==> config.mk <==
export PLATFORM = sky130hd
export DESIGN_NAME = count_sequencer
export DESIGN_NICKNAME = d
export VERILOG_FILES = /design/src/rtl/count_sequencer.sv
export SDC_FILE = /design/constraint.sdc
export NUM_CORES = 1
export LEC_CHECK = 0
export ABC_AREA = 1
export CELL_PAD_IN_SITES_DETAIL_PLACEMENT = 1
export CELL_PAD_IN_SITES_GLOBAL_PLACEMENT = 1
export CORE_MARGIN = 4
export CORE_UTILIZATION = 36
export CTS_CLUSTER_SIZE = 16
export DETAILED_ROUTE_END_ITERATION = 8
export PLACE_DENSITY_LB_ADDON = 0.1
export SETUP_SLACK_MARGIN = 0.02
export SLEW_MARGIN = 20
export SYNTH_ARGS = -nofsm -noshare
export SYNTH_HDL_FRONTEND = slang
export SYNTH_SLANG_ARGS = --single-unit
==> constraint.sdc <==
create_clock -name clk -period 2.38 [get_ports clk]
set_input_delay 0.476 -clock clk [delete_from_list [all_inputs] [get_ports clk]]
set_output_delay 0.476 -clock clk [all_outputs]
set_load 0.01 [all_outputs]
==> src/rtl/count_sequencer.sv <==
// count_sequencer: start/pause/stop/reload run controller for a WIDTH-bit up-count.
// Define COUNT_PRESCALE_EN to add the presc_div port and tick prescaler.
module count_sequencer #(
  parameter int WIDTH      = 4,
  parameter int PRESCALE_W = 4
) (
  input  logic                  clk,
  input  logic                  reset,
  input  logic                  start,
  input  logic                  stop,
  input  logic                  pause,
  input  logic                  auto_reload,
  input  logic [WIDTH-1:0]      limit,
`ifdef COUNT_PRESCALE_EN
  input  logic [PRESCALE_W-1:0] presc_div,
`endif
  output logic [WIDTH-1:0]      count,
  output logic                  busy,
  output logic                  done,
  output logic [1:0]            state
);

  localparam logic [1:0] S_IDLE = 2'b00;
  localparam logic [1:0] S_RUN  = 2'b01;
  localparam logic [1:0] S_HOLD = 2'b10;
  localparam logic [1:0] S_DONE = 2'b11;

  logic [1:0]       state_q, state_d;
  logic [WIDTH-1:0] count_q, count_d;
  logic [WIDTH-1:0] limit_q, limit_d;
  logic             reload_q, reload_d;
  logic             done_q, done_d;
  logic             tick;

`ifdef COUNT_PRESCALE_EN
  logic [PRESCALE_W-1:0] presc_q, presc_d;
  logic                  presc_clr;
  logic                  presc_adv;

  assign tick      = (presc_q == presc_div);
  assign presc_clr = stop
                   | (start & ((state_q == S_IDLE)
                             | (state_q == S_DONE)));
  // Prescaler only runs while actually counting.
  assign presc_adv = (state_q == S_RUN) & ~pause;

  always_comb begin
    presc_d = presc_q;
    if (presc_clr) begin
      presc_d = '0;
    end else if (presc_adv) begin
      if (tick) begin
        presc_d = '0;
      end else begin
        presc_d = presc_q + PRESCALE_W'(1);
      end
    end
  end

  always_ff @(posedge clk or negedge reset) begin
    if (!reset) begin
      presc_q <= '0;
    end else begin
      presc_q <= presc_d;
    end
  end
`else
  // PRESCALE_W only sizes the optional prescaler; every cycle ticks.
  assign tick = (PRESCALE_W != 0);
`endif

  always_comb begin
    state_d  = state_q;
    count_d  = count_q;
    limit_d  = limit_q;
    reload_d = reload_q;
    done_d   = 1'b0;
    if (stop) begin
      state_d = S_IDLE;
      count_d = '0;
    end else begin
      unique case (state_q)
        S_IDLE, S_DONE: begin
          if (start) begin
            state_d  = S_RUN;
            count_d  = '0;
            limit_d  = limit;
            reload_d = auto_reload;
          end
        end
        S_RUN: begin
          if (pause) begin
            state_d = S_HOLD;
          end else if (tick) begin
            // Compare before increment so count never passes limit_q.
            if (count_q == limit_q) begin
              done_d = 1'b1;
              if (reload_q) begin
                count_d = '0;
              end else begin
                state_d = S_DONE;
              end
            end else begin
              count_d = count_q + WIDTH'(1);
            end
          end
        end
        S_HOLD: begin
          if (!pause) begin
            state_d = S_RUN;
          end
        end
        default: begin
          state_d = S_IDLE;
        end
      endcase
    end
  end

  always_ff @(posedge clk or negedge reset) begin
    if (!reset) begin
      state_q  <= S_IDLE;
      count_q  <= '0;
      limit_q  <= '0;
      reload_q <= 1'b0;
      done_q   <= 1'b0;
    end else begin
      state_q  <= state_d;
      count_q  <= count_d;
      limit_q  <= limit_d;
      reload_q <= reload_d;
      done_q   <= done_d;
    end
  end

  assign count = count_q;
  assign done  = done_q;
  assign state = state_q;
  assign busy  = (state_q == S_RUN)
               | (state_q == S_HOLD);

endmodule

After elaboration in Yosys (flattened, before gate mapping)
Cells that the tools add are included.
{"block": "classes", "muxes": 17, "eq_ne": 10, "reduce_logical": 6, "bitwise": 2, "add_sub_neg": 1}
{"operator": "two-way mux 4 bit", "n": 5}
{"operator": "two-way mux 2 bit", "n": 6}
{"operator": "inequality test 4 bit, second input constant", "n": 3}
{"operator": "inequality test 3 bit, second input constant", "n": 3}
{"operator": "one-hot mux 4 bit (2 select lines)", "n": 1}
{"operator": "AND reduction 4 bit", "n": 2}
{"operator": "one-hot mux 2 bit (3 select lines)", "n": 1}
{"operator": "adder 4 x 1 -> 4 bit, second input constant", "n": 1}
{"operator": "equality test 2 bit, second input constant", "n": 2}
{"operator": "equality test 4 bit", "n": 1}
{"operator": "two-way mux 1 bit", "n": 4}
{"operator": "AND reduction 3 bit", "n": 1}
{"operator": "nonzero test 3 bit", "n": 1}
{"operator": "equality test 2 x 1 -> 1 bit, second input constant", "n": 1}
{"operator": "logical NOT 2 bit", "n": 1}
{"operator": "OR reduction 2 bit", "n": 1}
{"operator": "NOT 1 bit", "n": 1}
{"operator": "OR 1 bit", "n": 1}
{"block": "word_totals", "wordCells": 41, "output_inout_bits": 8, "register_bits": 12}

Logic depth before layout (Yosys ltp)
Gate-level depths: netlist of the first run.
{"block": "logic_depth", "word_depth": 5, "depth_mapped": 9, "depth_no_buf": 9}

Worst setup path before layout of the first run
No wires, ideal clock.
{"block": "synth_path", "path_kind": "reg-to-reg", "from": "register state_q[0], in the netlist state[0]", "to": "register count_q[2], in the netlist count[2]", "synth_period_minus_slack_ps": 1479, "setup_time_ps": 121, "slack_ps": 901, "arrival_ps": 1358, "required_time_ps": 2259, "stages_incl_launch_ff": 9, "path_cell_list": "dfrtp_1 -> inv_1 -> ha_1 -> inv_1 -> nor3_1 -> a21oi_1 -> nand2_4 -> nand2_1 -> o21ai_1"}
{"block": "synth_between", "elab_chain_len": 4, "word_cells_on_any_way": 11, "cone_classes": "eq/ne: 5; mux: 2; reduce/logical: 4"}
{"item": "from (decl)", "line_no": "28", "text": "logic [1:0] state_q, state_d;"}
{"item": "from (signal assigned)", "line_no": "128", "text": "state_q <= state_d;"}
{"item": "equality test 2 bit or logical NOT 2 bit (tied branches)", "line_no": "82", "text": "unique case (state_q)"}
{"item": "OR reduction 2 bit", "line_no": "82"}
{"item": "inequality test 3 bit (no line) (tied with other cells)"}
{"item": "AND reduction 4 bit (no line) or two-way mux 4 bit (tied branches)"}
{"item": "to (signal assigned)", "line_no": "129", "text": "count_q <= count_d;"}
{"item": "to (decl)", "line_no": "29", "text": "logic [WIDTH-1:0] count_q, count_d;"}
Parallel ways exist; a longest one is shown, timed or not.
A chain may end at the register's enable or synchronous reset.

Worst setup path in the final report of the first run
{"block": "layout_path", "from": "register state_q[0], in the netlist state[0]", "to": "output busy"}
{"block": "layout_between", "elab_chain_len": 2, "word_cells_on_any_way": 3, "cone_classes": "eq/ne: 2; bitwise: 1"}
{"item": "equality test 2 x 1 -> 1 bit or equality test 2 bit (tied branches)", "line_no": "139, 140"}
{"item": "OR 1 bit (*)", "line_no": "140", "text": "| (state_q == S_HOLD);"}
{"item": "to (decl)", "line_no": "18", "text": "output logic busy,"}
Mark *: on every way between the ends. The rest lies on a longest branch, timed or not.

==> results of run 1 <==
[where the power goes]
| part | leakage (nW) | internal (W) | switching, W |
|---|---|---|---|
| sequential | 0.149 | 0.000270 | 0.0000530 |
| combinational | 0.280 | 0.000211 | 0.000295 |
| clock | 0.0210 | 0.0000930 | 0.0000752 |
[final timing paths]
path	slack (ps)	endpoint	depth (start not counted)
max	210	busy	4
min	540	limit_q[1]	2
max reg2reg	860	count[0]	8
min reg2reg	540	limit_q[1]	2
max in group asynchronous	1460	reload_q	1
min in group asynchronous	550	count[3]	1
[state kept, by name (all words and copies together) (netlist names)]
| signal | count |
|---|---|
| count | 4 |
| limit_q | 4 |
| state | 2 |
| done | 1 |
| reload_q | 1 |
[Yosys cell counts, types with 2 or more instances]
library cell	count	area share, %
xor2_1	2	2.4
a21oi_1	7	4.9
nand2_1	22	12
nor2_1	7	3.7
nand3_1	10	7.0
inv_1	15	7.9
nand2_2	3	2.6
o21ai_1	4	2.8
dfrtp_1	12	42
nor2_4	2	3.1
ha_1	3	5.2
[layout by cell type, fill, tap and decap left out]
master	instances
ha_1	3
nand2_1	22
xor2_1	2
nand2_2	3
nor2_4	2
o21ai_1	4
o31ai_1	1
nor3_2	1
a21oi_1	7
nand3_1	10
clkbuf_4	3
o21ai_0	1
nor3_1	1
nor2_1	7
nand3_2	1
clkbuf_8	1
dfrtp_1	12
clkdlybuf4s50_1	17
nand2_4	1
inv_1	15
[per-layer routing]
layer	GRT usage, %	up-vias
li1	-	338
met3	2.85	5
met2	24.2	13
met1	19.8	312
met5	0	-
met4	5.11	0
[area by class of cell]
type	instances	share of cell area, %
inverter	15	5.91
clock buffer	4	3.81
multi-input combinational	66	37.7
sequential	12	31.5
timing repair buffer	17	17.8
tap	25	3.28
[tightest hold or removal path, cell delays in order (launching register included)]
cell	delay (ps)
dfrtp_1	390
inv_1	70
a21oi_1	60
[metrics by stage]
step | total power (W) | instances | worst slack, ps | cell area, um2 | hold slack (ps)
final | 0.000997 | 139 | 208 | 953 | 540
after global placement | 0.000817 | 135 | 547 | 917 | 505
after CTS | 0.00101 | 139 | 191 | 953 | 547
after global routing | 0.00108 | 139 | 99.9 | 953 | 580
after floorplan | 0.000647 | 93 | 901 | 716 | 180
after detailed placement | 0.000840 | 135 | 499 | 917 | 530
[cells by family (layout without fill, tap and decap cells)]
| group | Yosys count | in the layout | share of synthesized area [%] |
|---|---|---|---|
| buffers and inverters | 15 | 36 | 7.87 |
| xor gates and xnor gates | 2 | 2 | 2.45 |
| DFF | 12 | 12 | 42.0 |
| AOI/OAI and AO/OA | 13 | 13 | 9.44 |
| adders and majority gates | 3 | 3 | 5.25 |
| and+or+nand+nor | 48 | 48 | 33.0 |
==> impl_metrics.toml, run 1 <==
[hold_path]
hold_path_class = "register to register"
worstHoldStart = "limit_q[1]"

[cts]
cts_tree = "done"
clkSlewWorstSetupHoldPaths_ps = 80
ctsHoldBuffers = 0
cts_buffers = 3
root_buffer = "clkbuf_4"
clock_latency_ps = 280
ctsHtreeMaxLevel = 1
clock-sinks = 12
cts_resized = 0
post-cts-setup-buffer-count = 0
clockBufferDepth = 2

[yosys]
netlist_area_um2 = 716
synthFlopType = "dfrtp_1"
syn_nets = 106
async_flop_share_pct = 100
netlist_instances = 93
synth_warnings = 0
yosysUniqueCellTypes = 17
synth_edf_count = 0
yosysSeqAreaShare_pct = 42.0
syn_area_per_cell_um2 = 7.70
ys_seq_elements = 12

[global_route]
grt_antenna_before_repair = 0
grt_max_degree = 13
grt_pass1_wl_um = 3050
overflow = 0
grt_util_all_layers_pct = 15.0
grt_pass1_vias = 683

[critical_path]
path_delay_family = "buffers and inverters"
startpoint = "state[0]"
cp_slowest_cell = "clkdlybuf4s50_1"
r2r-start = "state[0]"
crit_path_start_kind = "register"
path_max_fanout = 4
slowest_delay_ps = 540
worst_setup_path_end_kind = "output port"
crit_chain = "inv_1 > ha_1 > inv_1 > clkdlybuf4s50_1"
cpMostUsedCell = "inv_1"
crit_required_ps = 1900
path_buf_inv = 3
arrival_ps = 1700
worstSetupPathType = "register to output port"

[placement]
gp_congestion = 0.745
io_buffers = 17
dp_hpwl_um = 1340

[detailed_routing]
wl_met3_um = 51
drtIter0Drc = 5
drcViolationCount = 0
ant_nets = 0
wl_met2_um = 800
vias_per_cell = 4.81
routed_wl_um = 1700
dr.pass1.iters = 2
wl_met1_um = 819
vias = 668
top_layer = "met4"
wire_per_inst_um = 12.3

[power_and_ir_drop]
power_leakage_nw = 0.450
power_density_nw_per_um2 = 1050
ir_worst_vdd_mv = 0.499

[floorplanning]
pin_count = 18
die_x_um = 52.6
dieHeight_um = 52.6
dieArea_um2 = 2770
initial_core_util_pct = 39.7
rows = 15
core_area_um2 = 1800

[cells_and_area]
fin_nets = 128
antenna_cells = 0
fin_util_pct = 52.9
fillers = 231
final_layout_size_suffix_gt1_share_pct = 10.5
area_growth_pct = 33.2
seq_area_um2 = 300
multi_input_area_um2 = 359

[sta]
max_freq_ghz = 0.460
hold_viol = 0
worst_pin_slew_ps = 560
final_max_slew_viol_count = 0
slew_headroom_pct = 62.6
setup_viol = 0
tns_ps = 0
fin_crit_ps = 2170
finalCritPeriodShare_pct = 91.3
fin_skew_ps = 3.85
rsz0062_at_grt = "false"

[flow_run]
drv_cap = 0

[outcome]
outcome = "complete, no violations"
No activity file was read; power rests on OpenSTA's default activity.
==> run 2: changes to the inputs <==
- ABC_AREA: 1 -> not set
- CELL_PAD_IN_SITES_DETAIL_PLACEMENT: 1 -> 0
- CELL_PAD_IN_SITES_GLOBAL_PLACEMENT: 1 -> 2
- CORE_UTILIZATION: 36 -> 30
==> impl_metrics.toml, run 2 <==
[outcome]
outcome = "complete, no violations"

[floorplanning]
initial_core_util_pct = 32.1
dieHeight_um = 54.3
die_x_um = 54.3
dieArea_um2 = 2950
rows = 16
core_area_um2 = 2000
pin_count = 18

[placement]
gp_congestion = 0.771
io_buffers = 17
dp_hpwl_um = 1100

[critical_path]
crit_path_start_kind = "register"
arrival_ps = 1700
worst_setup_path_end_kind = "output port"
path_max_fanout = 4
worstSetupPathType = "register to output port"
crit_required_ps = 1900

[yosys]
yosysUniqueCellTypes = 21
async_flop_share_pct = 100
syn_nets = 72
yosys.area.top_type = "dfrtp_1"
ys_seq_elements = 12
netlist_area_um2 = 643
synth_edf_count = 0
netlist_instances = 59
synth_warnings = 0
yosysSeqAreaShare_pct = 46.7
synthFlopType = "dfrtp_1"
synth_area_leaders = "dfrtp_1 47%, mux2_2 11%, ha_1 5.8%, xnor2_1 5.4%, mux2i_1 4.7%"
syn_area_per_cell_um2 = 10.9
synth_common_cells = "12 x dfrtp_1, 6 x inv_1, 6 x mux2_2"
synth_most_common_cell = "dfrtp_1"
netlist.area_leader.share_pct = 46.7

[global_route]
grt_pass1_vias = 527
grt_util_all_layers_pct = 11.4
overflow = 0
grt_pass1_wl_um = 2350
grt_antenna_before_repair = 0
grt_max_degree = 13

[cts]
ctsHtreeMaxLevel = 1
cts_tree = "done"
post-cts-setup-buffer-count = 0
cts_buffers = 3
cts_resized = 0
clkSlewWorstSetupHoldPaths_ps = 80
clock_latency_ps = 270
clockBufferDepth = 2
clock-sinks = 12
ctsHoldBuffers = 0
root_buffer = "clkbuf_4"

[cells_and_area]
seq_area_um2 = 300
multi_input_area_um2 = 320
fin_util_pct = 44.1
antenna_cells = 0
final_cell_mix = "17 x clkdlybuf4s50_1, 12 x dfrtp_1, 6 x inv_1, 6 x mux2_2, 5 x nand2_1"
area_growth_pct = 37.4
fillers = 208
fin_nets = 94
final_common_cell = "clkdlybuf4s50_1"
final_layout_size_suffix_gt1_share_pct = 12.5

[detailed_routing]
ant_nets = 0
drtIter0Drc = 10
wire_per_inst_um = 13.2
routed_wl_um = 1410
vias_per_cell = 4.75
vias = 508
dr.pass1.iters = 4
drcViolationCount = 0

[sta]
tns_ps = 0
finalCritPeriodShare_pct = 91.4
hold_viol = 0
worst_pin_slew_ps = 560
rsz0062_at_grt = "false"
fin_skew_ps = 2.04
slew_headroom_pct = 62.6
fin_crit_ps = 2170
setup_viol = 0
final_max_slew_viol_count = 0
max_freq_ghz = 0.460

[power_and_ir_drop]
p_comb_share_pct = 33.2
p_switching_w = 0.000205
ir_worst_vdd_mv = 0.307
p_seq_share_pct = 42.4
power_density_nw_per_um2 = 757
clkPwrFrac_pct = 24.5
power_leakage_nw = 0.357
internal_power_w = 0.000464
p_sw_share_pct = 30.6

[flow_run]
drv_cap = 0

[hold_path]
hold_path_class = "register to register"
==> run 2: changes by cell type after synthesis, sizes merged, moves of 3 or more <==
cell,before,now
nor2,9,2
o21ai,5,0
nand2,26,5
xnor2,0,4
nand2b,0,3
a21oi,7,2
mux2,0,6
nand3,11,2
inv,15,6
mux2i,0,3
==> run 2: kinds of logic (layout without fill, tap and decap cells) <==
group / count (synthesis) / after routing / share of synthesized area (%)
simple gates: 17 / 17 / 13.4
flops: 12 / 12 / 46.7
mux: 9 / 9 / 15.2
compound gates: 8 / 8 / 9.92
buf+inv: 6 / 27 / 3.50
xor+xnor: 4 / 4 / 5.45
fa+ha+maj: 3 / 3 / 5.84
==> run 2: layer usage <==
metal | global-route usage, % | vias to the layer above | share of wire, %
met3 | 2.72 | 2 | 6.2
met4 | 6.22 | 0 | 0.71
li1 | - | 251 | -
met5 | 0 | - | 0
met1 | 14.8 | 243 | 47
met2 | 17.1 | 12 | 46
==> run 2: area by class of cell <==
cell class	instances	area share, %
inverter	6	2.55
tap	27	3.82
sequential	12	34.0
timing repair buffer	17	19.3
multi-input combinational	41	36.3
clock buffer	4	4.11
==> run 2: through the flow <==
step	std cells	cell area [um2]	worst slack, ps	total power, W	hold slack, ps
6_report	107	883	206	0.000669	531
5_1_grt	107	883	149	0.000711	557
4_1_cts	107	883	194	0.000683	537
3_5_place_dp	103	847	367	0.000512	517
3_3_place_gp	103	847	354	0.000511	510
2_1_floorplan	59	643	793	0.000427	180
==> run 2: path summary, 6_finish.rpt <==
path / from / endpoint / slack, ps / depth (start not counted)
min reg2reg: limit_q[3] / limit_q[3] / 530 / 1
min: limit_q[3] / limit_q[3] / 530 / 1
max in group asynchronous: reset / count[0] / 1450 / 1
max: state[0] / busy / 210 / 4
min in group asynchronous: reset / limit_q[3] / 560 / 1
max reg2reg: state[0] / state[1] / 620 / 6
==> run 2: power by group through the flow <==
stage | clock [W] | combinational, W | sequential, W
final | 0.000164 | 0.000222 | 0.000283
after global routing | 0.000177 | 0.000244 | 0.000291
after CTS | 0.000175 | 0.000224 | 0.000284
after detailed placement | 0 | 0.000224 | 0.000288
after global placement | 0 | 0.000223 | 0.000288
after floorplan | 0 | 0.000142 | 0.000284
==> run 2: worst max-delay path: stages (launching register included) <==
cell and delay [ps]:
dfrtp_1 410, inv_1 80, ha_1 350, inv_1 60
clkdlybuf4s50_1 520
